===== src/rtl/dma_buf_sequencer_if.sv =====
// Handshake/status bundle between the DMA buffer sequencer, its control
// registers, the acquisition FIFO level and the TLP transmit engine.
interface dma_buf_sequencer_if;
    logic        dma_enable;
    logic [24:0] dma_size;
    logic [15:0] fifo_words;
    logic        tlp_req;
    logic        tlp_ack;
    logic        tlp_done;
    logic [24:0] burst_offset;
    logic [3:0]  dma_curr_buf;
    logic        buf_done;
    logic [31:0] buf_count;
    logic        busy;
    logic        err;

    modport slave (
        input  dma_enable, dma_size, fifo_words, tlp_ack, tlp_done,
        output tlp_req, burst_offset, dma_curr_buf, buf_done, buf_count, busy, err
    );

    modport master (
        output dma_enable, dma_size, fifo_words, tlp_ack, tlp_done,
        input  tlp_req, burst_offset, dma_curr_buf, buf_done, buf_count, busy, err
    );
endinterface


===== src/rtl/dma_buf_sequencer.sv =====
// Walks the host buffer ring, splitting each buffer into TX bursts.
// Optional watchdog on the TX handshake: define DMA_TIMEOUT_EN.
module dma_buf_sequencer #(
    parameter int NUM_BUFS    = 16,
    parameter int BURST_BYTES = 128,
    parameter int TIMEOUT_CYC = 65535
) (
    input  logic                 trn_clk,
    input  logic                 pio_reset_n,
    dma_buf_sequencer_if.slave   bus
);

    typedef enum logic [2:0] {IDLE, WAIT_DATA, REQ, WAIT_DONE, NEXT} state_t;

    localparam logic [24:0] STEP     = 25'(BURST_BYTES / 128);
    localparam logic [15:0] FIFO_THR = 16'(BURST_BYTES / 4);
    localparam logic [3:0]  LAST_BUF = 4'(NUM_BUFS - 1);

    state_t      r_state;
    logic        r_en_d;
    logic        r_tlp_req;
    logic        r_buf_done;
    logic        r_err;
    logic [24:0] r_offset;
    logic [3:0]  r_curr_buf;
    logic [31:0] r_buf_count;

    logic        w_en_rise;
    logic [24:0] w_offset_nxt;

    function automatic logic [31:0] sat_inc32(input logic [31:0] v);
        return (v == 32'hFFFF_FFFF) ? v : v + 32'd1;
    endfunction

    assign w_en_rise    = bus.dma_enable & ~r_en_d;
    assign w_offset_nxt = r_offset + STEP;

`ifdef DMA_TIMEOUT_EN
    localparam logic [15:0] WDOG_LAST = 16'(TIMEOUT_CYC - 1);
    logic [15:0] r_wdog;
    logic        w_wdog_stay;

    // Counter runs only while the handshake state is held; any transition clears it.
    assign w_wdog_stay = (r_state == REQ       && !bus.tlp_ack) ||
                         (r_state == WAIT_DONE && !bus.tlp_done);
`endif

    always_ff @(posedge trn_clk or negedge pio_reset_n) begin
        if (!pio_reset_n) begin
            r_state     <= IDLE;
            r_en_d      <= 1'b0;
            r_tlp_req   <= 1'b0;
            r_buf_done  <= 1'b0;
            r_err       <= 1'b0;
            r_offset    <= '0;
            r_curr_buf  <= '0;
            r_buf_count <= '0;
`ifdef DMA_TIMEOUT_EN
            r_wdog      <= '0;
`endif
        end else begin
            r_en_d     <= bus.dma_enable;
            r_buf_done <= 1'b0;
            case (r_state)
                IDLE: begin
                    if (w_en_rise) begin
                        r_offset    <= '0;
                        r_curr_buf  <= '0;
                        r_buf_count <= '0;
                        if (bus.dma_size == 25'd0) begin
                            r_err <= 1'b1;
                        end else begin
                            r_err   <= 1'b0;
                            r_state <= WAIT_DATA;
                        end
                    end
                end
                WAIT_DATA: begin
                    if (!bus.dma_enable)
                        r_state <= IDLE;
                    else if (bus.fifo_words >= FIFO_THR)
                        r_state <= REQ;
                end
                REQ: begin
                    if (bus.tlp_ack) begin
                        r_tlp_req <= 1'b0;
                        r_state   <= bus.tlp_done ? NEXT : WAIT_DONE;
                    end else begin
                        r_tlp_req <= 1'b1;
                    end
                end
                WAIT_DONE: begin
                    if (bus.tlp_done)
                        r_state <= NEXT;
                end
                NEXT: begin
                    // >= rather than == so a shrunk dma_size still closes the buffer.
                    if (w_offset_nxt >= bus.dma_size) begin
                        r_offset    <= '0;
                        r_curr_buf  <= (r_curr_buf == LAST_BUF) ? 4'd0 : r_curr_buf + 4'd1;
                        r_buf_count <= sat_inc32(r_buf_count);
                        r_buf_done  <= 1'b1;
                    end else begin
                        r_offset <= w_offset_nxt;
                    end
                    r_state <= WAIT_DATA;
                end
                default: r_state <= IDLE;
            endcase
`ifdef DMA_TIMEOUT_EN
            if (w_wdog_stay) begin
                if (r_wdog == WDOG_LAST) begin
                    r_err     <= 1'b1;
                    r_tlp_req <= 1'b0;
                    r_state   <= IDLE;
                    r_wdog    <= '0;
                end else begin
                    r_wdog <= r_wdog + 16'd1;
                end
            end else begin
                r_wdog <= '0;
            end
`endif
        end
    end

    assign bus.tlp_req      = r_tlp_req;
    assign bus.burst_offset = r_offset;
    assign bus.dma_curr_buf = r_curr_buf;
    assign bus.buf_done     = r_buf_done;
    assign bus.buf_count    = r_buf_count;
    assign bus.busy         = (r_state != IDLE);
    assign bus.err          = r_err;

endmodule


===== src/flat_wrapper.sv =====
// flat-port wrapper written by rule: the top's interface ports become plain ports
module dma_buf_sequencer_flat 
#(
    parameter int NUM_BUFS    = 16,
    parameter int BURST_BYTES = 128,
    parameter int TIMEOUT_CYC = 65535
)
  (trn_clk, pio_reset_n, bus_dma_enable, bus_dma_size, bus_fifo_words, bus_tlp_ack, bus_tlp_done, bus_tlp_req, bus_burst_offset, bus_dma_curr_buf, bus_buf_done, bus_buf_count, bus_busy, bus_err);
  dma_buf_sequencer_if bus_i ();
  input  logic trn_clk;
  input  logic pio_reset_n;
  input wire logic [$bits(bus_i.dma_enable)-1:0] bus_dma_enable;
  input wire logic [$bits(bus_i.dma_size)-1:0] bus_dma_size;
  input wire logic [$bits(bus_i.fifo_words)-1:0] bus_fifo_words;
  input wire logic [$bits(bus_i.tlp_ack)-1:0] bus_tlp_ack;
  input wire logic [$bits(bus_i.tlp_done)-1:0] bus_tlp_done;
  output wire logic [$bits(bus_i.tlp_req)-1:0] bus_tlp_req;
  output wire logic [$bits(bus_i.burst_offset)-1:0] bus_burst_offset;
  output wire logic [$bits(bus_i.dma_curr_buf)-1:0] bus_dma_curr_buf;
  output wire logic [$bits(bus_i.buf_done)-1:0] bus_buf_done;
  output wire logic [$bits(bus_i.buf_count)-1:0] bus_buf_count;
  output wire logic [$bits(bus_i.busy)-1:0] bus_busy;
  output wire logic [$bits(bus_i.err)-1:0] bus_err;
  assign bus_i.dma_enable = bus_dma_enable;
  assign bus_i.dma_size = bus_dma_size;
  assign bus_i.fifo_words = bus_fifo_words;
  assign bus_i.tlp_ack = bus_tlp_ack;
  assign bus_i.tlp_done = bus_tlp_done;
  assign bus_tlp_req = bus_i.tlp_req;
  assign bus_burst_offset = bus_i.burst_offset;
  assign bus_dma_curr_buf = bus_i.dma_curr_buf;
  assign bus_buf_done = bus_i.buf_done;
  assign bus_buf_count = bus_i.buf_count;
  assign bus_busy = bus_i.busy;
  assign bus_err = bus_i.err;
  dma_buf_sequencer #(.NUM_BUFS(NUM_BUFS), .BURST_BYTES(BURST_BYTES), .TIMEOUT_CYC(TIMEOUT_CYC)) u_core (.trn_clk(trn_clk), .pio_reset_n(pio_reset_n), .bus(bus_i));
endmodule

===== config.mk =====
export PLATFORM = sky130hd
export DESIGN_NAME = dma_buf_sequencer_flat
export DESIGN_NICKNAME = d
export VERILOG_FILES = /design/src/rtl/dma_buf_sequencer_if.sv /design/src/rtl/dma_buf_sequencer.sv /design/src/flat_wrapper.sv
export SDC_FILE = /design/constraint.sdc
export NUM_CORES = 1
export LEC_CHECK = 0
export BUFFER_PORTS_ARGS = -buffer_cell sky130_fd_sc_hd__clkbuf_2
export CORE_ASPECT_RATIO = 0.8
export CORE_MARGIN = 3
export CORE_UTILIZATION = 40
export DETAILED_ROUTE_END_ITERATION = 10
export GPL_TIMING_DRIVEN = 0
export SLEW_MARGIN = 10
export SYNTH_ARGS = -nofsm -noshare
export SYNTH_HDL_FRONTEND = slang
export SYNTH_SLANG_ARGS = --single-unit

===== constraint.sdc =====
create_clock -name trn_clk -period 9.2 [get_ports trn_clk]
set_clock_uncertainty 0.1 [all_clocks]
set_input_delay 0.46 -clock trn_clk [delete_from_list [all_inputs] [get_ports trn_clk]]
set_output_delay 0.46 -clock trn_clk [all_outputs]
set_load 0.02 [all_outputs]

Word level (Yosys, flattened, before mapping)
Index checks and enable logic that the tools add are counted.
{"block": "totals", "ff_bits": 68, "out_inout_bits": 65, "wordCells": 60, "inputBits": 46}
{"block": "op_classes", "n_eq_ne": 13, "n_reduce_logical": 9, "muxes": 23, "n_lt_le_gt_ge": 2, "n_bitwise": 2, "add_sub_neg": 3}
{"op": "32-bit 2-to-1 mux", "n": 3}
{"op": "32-bit one-hot mux with 2 select lines", "n": 1}
{"op": "25-bit 2-to-1 mux", "n": 2}
{"op": "25-bit one-hot mux with 2 select lines", "n": 1}
{"op": "32-bit by 1-bit adder with 32-bit output (second input constant)", "n": 1}
{"op": "32-bit equality test (second input constant)", "n": 1}
{"op": "25-bit by 1-bit adder with 25-bit output (second input constant)", "n": 1}
{"op": "25-bit >= comparator", "n": 1}
{"op": "25-bit logical NOT", "n": 1}
{"op": "3-bit 2-to-1 mux", "n": 7}
{"op": "16-bit by 6-bit >= comparator with 1-bit output (second input constant)", "n": 1}
{"op": "3-bit one-hot mux with 5 select lines", "n": 1}
{"op": "4-bit 2-to-1 mux", "n": 3}
{"op": "2-bit inequality test (second input constant)", "n": 4}
{"op": "4-bit one-hot mux with 2 select lines", "n": 1}
{"op": "3-bit by 2-bit equality test with 1-bit output (second input constant)", "n": 2}
{"op": "5-bit AND reduction", "n": 1}
{"op": "4-bit by 1-bit adder with 4-bit output (second input constant)", "n": 1}
{"op": "4-bit equality test (second input constant)", "n": 1}
{"op": "1-bit 2-to-1 mux", "n": 4}
{"op": "2-bit by 1-bit inequality test with 1-bit output (second input constant)", "n": 2}
{"op": "2-bit AND reduction", "n": 2}
{"op": "4-bit AND reduction", "n": 1}
{"op": "3-bit by 1-bit equality test with 1-bit output (second input constant)", "n": 1}
{"op": "8 further kinds", "n": 8}

Longest topological paths before layout
{"block": "logic_depth", "ltp_word": 4, "ltp_mapped": 17, "mapped_depth_nobuf": 14}

Worst setup path before layout
No wires, ideal clock.
{"block": "synth_path", "kind": "reg-to-reg", "from": "register u_core.r_offset[0], in the netlist u_core.bus.burst_offset[0]", "to": "register u_core.r_buf_count[18], in the netlist u_core.bus.buf_count[18]", "stages_incl_launch_ff": 17, "arrival_time_ns": 3.607, "setup_time_ns": 0.135, "synth_period_minus_slack_ns": 3.842, "path_buffers": 2, "required_ns": 8.965, "path_slack_ns": 5.358, "path_cell_list": "dfrtp_1 ha_1 nand3_2 nor4_4 and4_2 nand4_4 xnor2_1 ha_1 nand4_1 nor4_2 o311ai_1 nand4_2 buf_4 buf_4 a31oi_1 o21ai_0 o31ai_1"}
{"block": "synth_between", "elab_chain_len": 4}
{"element": "start: declaration", "line": "dma_buf_sequencer.sv:24", "source": "logic [24:0] r_offset;"}
{"element": "start signal: assignment", "line": "dma_buf_sequencer.sv:104", "source": "r_offset <= w_offset_nxt;"}
{"element": "25-bit by 1-bit adder with 25-bit output", "line": "dma_buf_sequencer.sv:36", "source": "assign w_offset_nxt = r_offset + STEP;"}
{"element": "25-bit >= comparator", "line": "dma_buf_sequencer.sv:98", "source": "if (w_offset_nxt >= bus.dma_size) begin"}
{"element": "2-bit by 1-bit inequality test with 1-bit output (no source line)"}
{"element": "4-bit AND reduction (no source line)"}
{"element": "end signal: assignment", "line": "dma_buf_sequencer.sv:101", "source": "r_buf_count <= sat_inc32(r_buf_count);"}
{"element": "end: declaration", "line": "dma_buf_sequencer.sv:26", "source": "logic [31:0] r_buf_count;"}
Every way passes these cells.
A chain may end at the register's enable or synchronous reset.

Final worst setup path
{"block": "layout_path", "from": "register u_core.r_offset[0], in the netlist u_core.bus.burst_offset[0]", "to": "register u_core.r_buf_count[5], in the netlist u_core.bus.buf_count[5]"}
The elaborated chain is that of the path after synthesis.

==> impl_metrics.py <==
metrics = {
    "status": {
        "outcome": "completed",
    },
    "die": {
        "die_area_sq_um": 12800,
        "die_w_um": 126,
        "core_area_sq_um": 11100,
        "start_util_pct": 41.6,
        "die_y_um": 102,
        "boundaryPins": 111,
        "rows": 34,
    },
    "cells_and_area": {
        "utilization_pct": 51.1,
        "fin_cells": 801,
        "nets": 726,
        "drive_gt1_share_pct": 22.8,
        "n_antenna_cell": 0,
        "areaGrowthSynthToFinish_pct": 22.7,
        "final_common_cell": "clkbuf_2",
        "final_cell_mix": "clkbuf_2, dfrtp_1, nand2_1",
    },
    "grt": {
        "grt_antenna_before_repair": 0,
        "grt_max_degree": 50,
        "grt-ovfl-total": 0,
        "gr-usage-all-layers_pct": 21.9,
        "grt_first_pass_wirelength_mm": 22.8,
        "grt_pass1_vias": 4337,
    },
    "route": {
        "wl_per_cell_um": 17.5,
        "drcViolationCount": 0,
        "wl_mm": 14.0,
        "antenna_left": 0,
        "vias": 4630,
        "drtPass1Iterations": 5,
        "drtIter0Drc": 417,
        "avgViaCountPerCell": 5.78,
    },
    "yosys": {
        "syn_area_per_cell_sq_um": 8.62,
        "syn_nets": 608,
        "synth_area_sq_um": 4600,
        "synth_edf_count": 0,
        "yosys_warnings": 0,
        "synth_top_cell_by_area": "dfrtp_1",
        "synth_ff_type": "dfrtp_1",
        "synth-seq-cells": 68,
        "synth_top_area_share_pct": 37.0,
        "synth_sequential_area_ratio_pct": 37.0,
        "synthTopCellsByArea": "dfrtp_1, ha_1, nand2_1",
        "synth.distinct_cells": 59,
        "ys_async_sr_fraction_pct": 100,
        "syn_inst": 534,
    },
    "placement": {
        "portBuffers": 105,
        "place_inst": 784,
        "dpl.hpwl_mm": 10.5,
        "gp_congestion": 0.866,
    },
    "critical_path": {
        "path_max_fanout": 10,
        "cp_data_arrival_time_ns": 4.88,
        "r2r-end": "u_core.bus.buf_count[5]",
        "path_class": "reg2reg",
        "r2r_start": "u_core.bus.burst_offset[0]",
        "reg2reg_setup_slack_ns": 4.44,
        "crit_path_start": "u_core.bus.burst_offset[0]",
        "critPathCaptureType": "register",
        "worstRegToRegCells": 16,
        "crit_end": "u_core.bus.buf_count[5]",
        "worstPathRequired_ns": 9.32,
        "crit_path_start_kind": "register",
    },
    "clocking": {
        "insertion_delay_ns": 0.34,
        "cts_max_level": 3,
        "path_clk_slew_ns": 0.06,
        "cts-root-buf": "clkbuf_16",
        "clockBufferDepth": 2,
        "numClockSinks": 68,
        "cts_tree": "done",
        "post_cts_buffers": 0,
        "cts_buffers": 9,
    },
    "sta": {
        "worst_slew_pin_slew_ns": 0.698,
        "maxSlewViolCount": 0,
        "hold_viol": 0,
        "finalCritPeriodShare_pct": 51.8,
        "setup_viol": 0,
        "fmax_ghz": 0.210,
        "rsz0062_at_grt": "no",
        "slew_headroom_pct": 53.1,
        "finalSetupTns_ns": 0,
        "fin_crit_ns": 4.76,
    },
    "min_path": {
        "hp-class": "in2reg",
    },
    "job": {
        "drv_cap": 0,
    },
    "power": {
        "irDropWorstVdd_uv": 141,
        "power_density_nw_per_um2": 160,
        "power.leakage_nw": 2.85,
        "fin_total_pwr_mw": 0.904,
    },
}
[metal layers]
layer | share of wire [%] | track usage (%)
met1 | 48 | 32.0
met2 | 45 | 33.9
met3 | 6.3 | 4.18
met4 | 0.91 | 4.78
met5 | 0 | 0
[cells in the mapped netlist, types with 2 or more instances]
| cell type | number |
|---|---|
| a41oi_1 | 2 |
| xnor2_1 | 13 |
| nand2_2 | 2 |
| nand2b_1 | 4 |
| and3_1 | 12 |
| o41ai_1 | 3 |
| o21ai_1 | 3 |
| buf_2 | 7 |
| xor2_1 | 10 |
| a31oi_1 | 22 |
| or4_1 | 2 |
| mux2i_1 | 4 |
| nand4_1 | 23 |
| a22oi_1 | 3 |
| or3_1 | 6 |
| o22ai_1 | 3 |
| inv_1 | 35 |
| nor4_4 | 3 |
| and4_1 | 3 |
| o31ai_1 | 9 |
| nand2_1 | 58 |
| nor2_1 | 29 |
| nor3_1 | 10 |
| nor2b_1 | 3 |
| o21ai_0 | 42 |
| and2_1 | 4 |
| a21o_1 | 3 |
| nor4_1 | 11 |
| a22o_1 | 12 |
| o21bai_1 | 2 |
| buf_4 | 2 |
| a21oi_1 | 36 |
| nand3_1 | 21 |
| ha_1 | 28 |
| nand3_2 | 2 |
| dfrtp_1 | 68 |
| nand4_2 | 2 |
| clkbuf_1 | 11 |
[critical path, stage by stage, from the launching register on]
cell and delay, ns:
dfrtp_1 0.49, ha_1 0.31, nand3_2 0.21, nor4_4 0.55, and4_2 0.37, nand4_4 0.13, xnor2_1 0.18, ha_1 0.31
nand4_1 0.19, nor4_2 0.44, o311ai_1 0.22, nand4_2 0.25, buf_4 0.24, buf_2 0.30, a21oi_1 0.10, o21ai_0 0.18
nand2_1 0.07
[power breakdown]
group          leakage, nW  switching (mW)  total (mW)  internal, mW
combinational         1.76           0.147       0.218        0.0717
sequential           0.943          0.0191       0.332         0.313
clock                0.146           0.142       0.353         0.211
[worst min path at each step]
| stage | slack, ns | from | endpoint | cells past startpoint |
|---|---|---|---|---|
| after floorplan | 0.06 | pio_reset_n | u_core.bus.buf_count[0] | 0 |
| after global placement | 0.40 | u_core.bus.tlp_req | u_core.bus.tlp_req | 2 |
| after detailed placement | 0.31 | pio_reset_n | u_core.bus.buf_count[10] | 1 |
| after CTS | 0.19 | bus_dma_enable | u_core.r_en_d | 1 |
| after global routing | 0.19 | bus_dma_enable | u_core.r_en_d | 1 |
| final | 0.20 | bus_dma_enable | u_core.r_en_d | 1 |
[cell type report]
class | count | area, sq um
clock buffers | 9 | 225
clock inverters | 7 | 73.8
inverters | 35 | 131
plain buffers | 22 | 108
repair buffers | 107 | 566
well taps | 144 | 180
flip-flops and latches | 68 | 1700
multi-input cells | 409 | 2660
fillers | 1105 | 5410
[per-stage QoR]
stage	worst slack, ns	instance area [sq um]	hold slack [ns]
after CTS	4.48	5650	0.187
after global routing	4.16	5650	0.190
final	4.44	5650	0.197
after global placement	4.62	5310	0.397
after detailed placement	4.50	5340	0.310
after floorplan	5.36	4600	0.0644
[cell families after synthesis]
group | Yosys count | synth area share (%)
multiplexers | 4 | 0.870
AND/OR/NAND/NOR | 206 | 25.1
XOR/XNOR | 23 | 4.38
flip-flops | 68 | 37.0
buffers and inverters | 57 | 5.19
adder cells (fa/ha/maj) | 28 | 7.61
AO/OA/AOI/OAI | 148 | 19.9
[flip-flops by register name, indices dropped and copies added (netlist names)]
| register | flops |
|---|---|
| u_core.bus.buf_count | 32 |
| u_core.bus.burst_offset | 25 |
| u_core.bus.dma_curr_buf | 4 |
| u_core.r_state | 3 |
| u_core.bus.buf_done | 1 |
| u_core.bus.err | 1 |
| u_core.bus.tlp_req | 1 |
| u_core.r_en_d | 1 |
[timing repair]
action                     CTS  global route
hold buffers                 1             0
hold endpoints to repair    19             0
setup endpoints to repair    0             0
resized for setup            0             0
No activity file was read; power rests on OpenSTA's default activity.
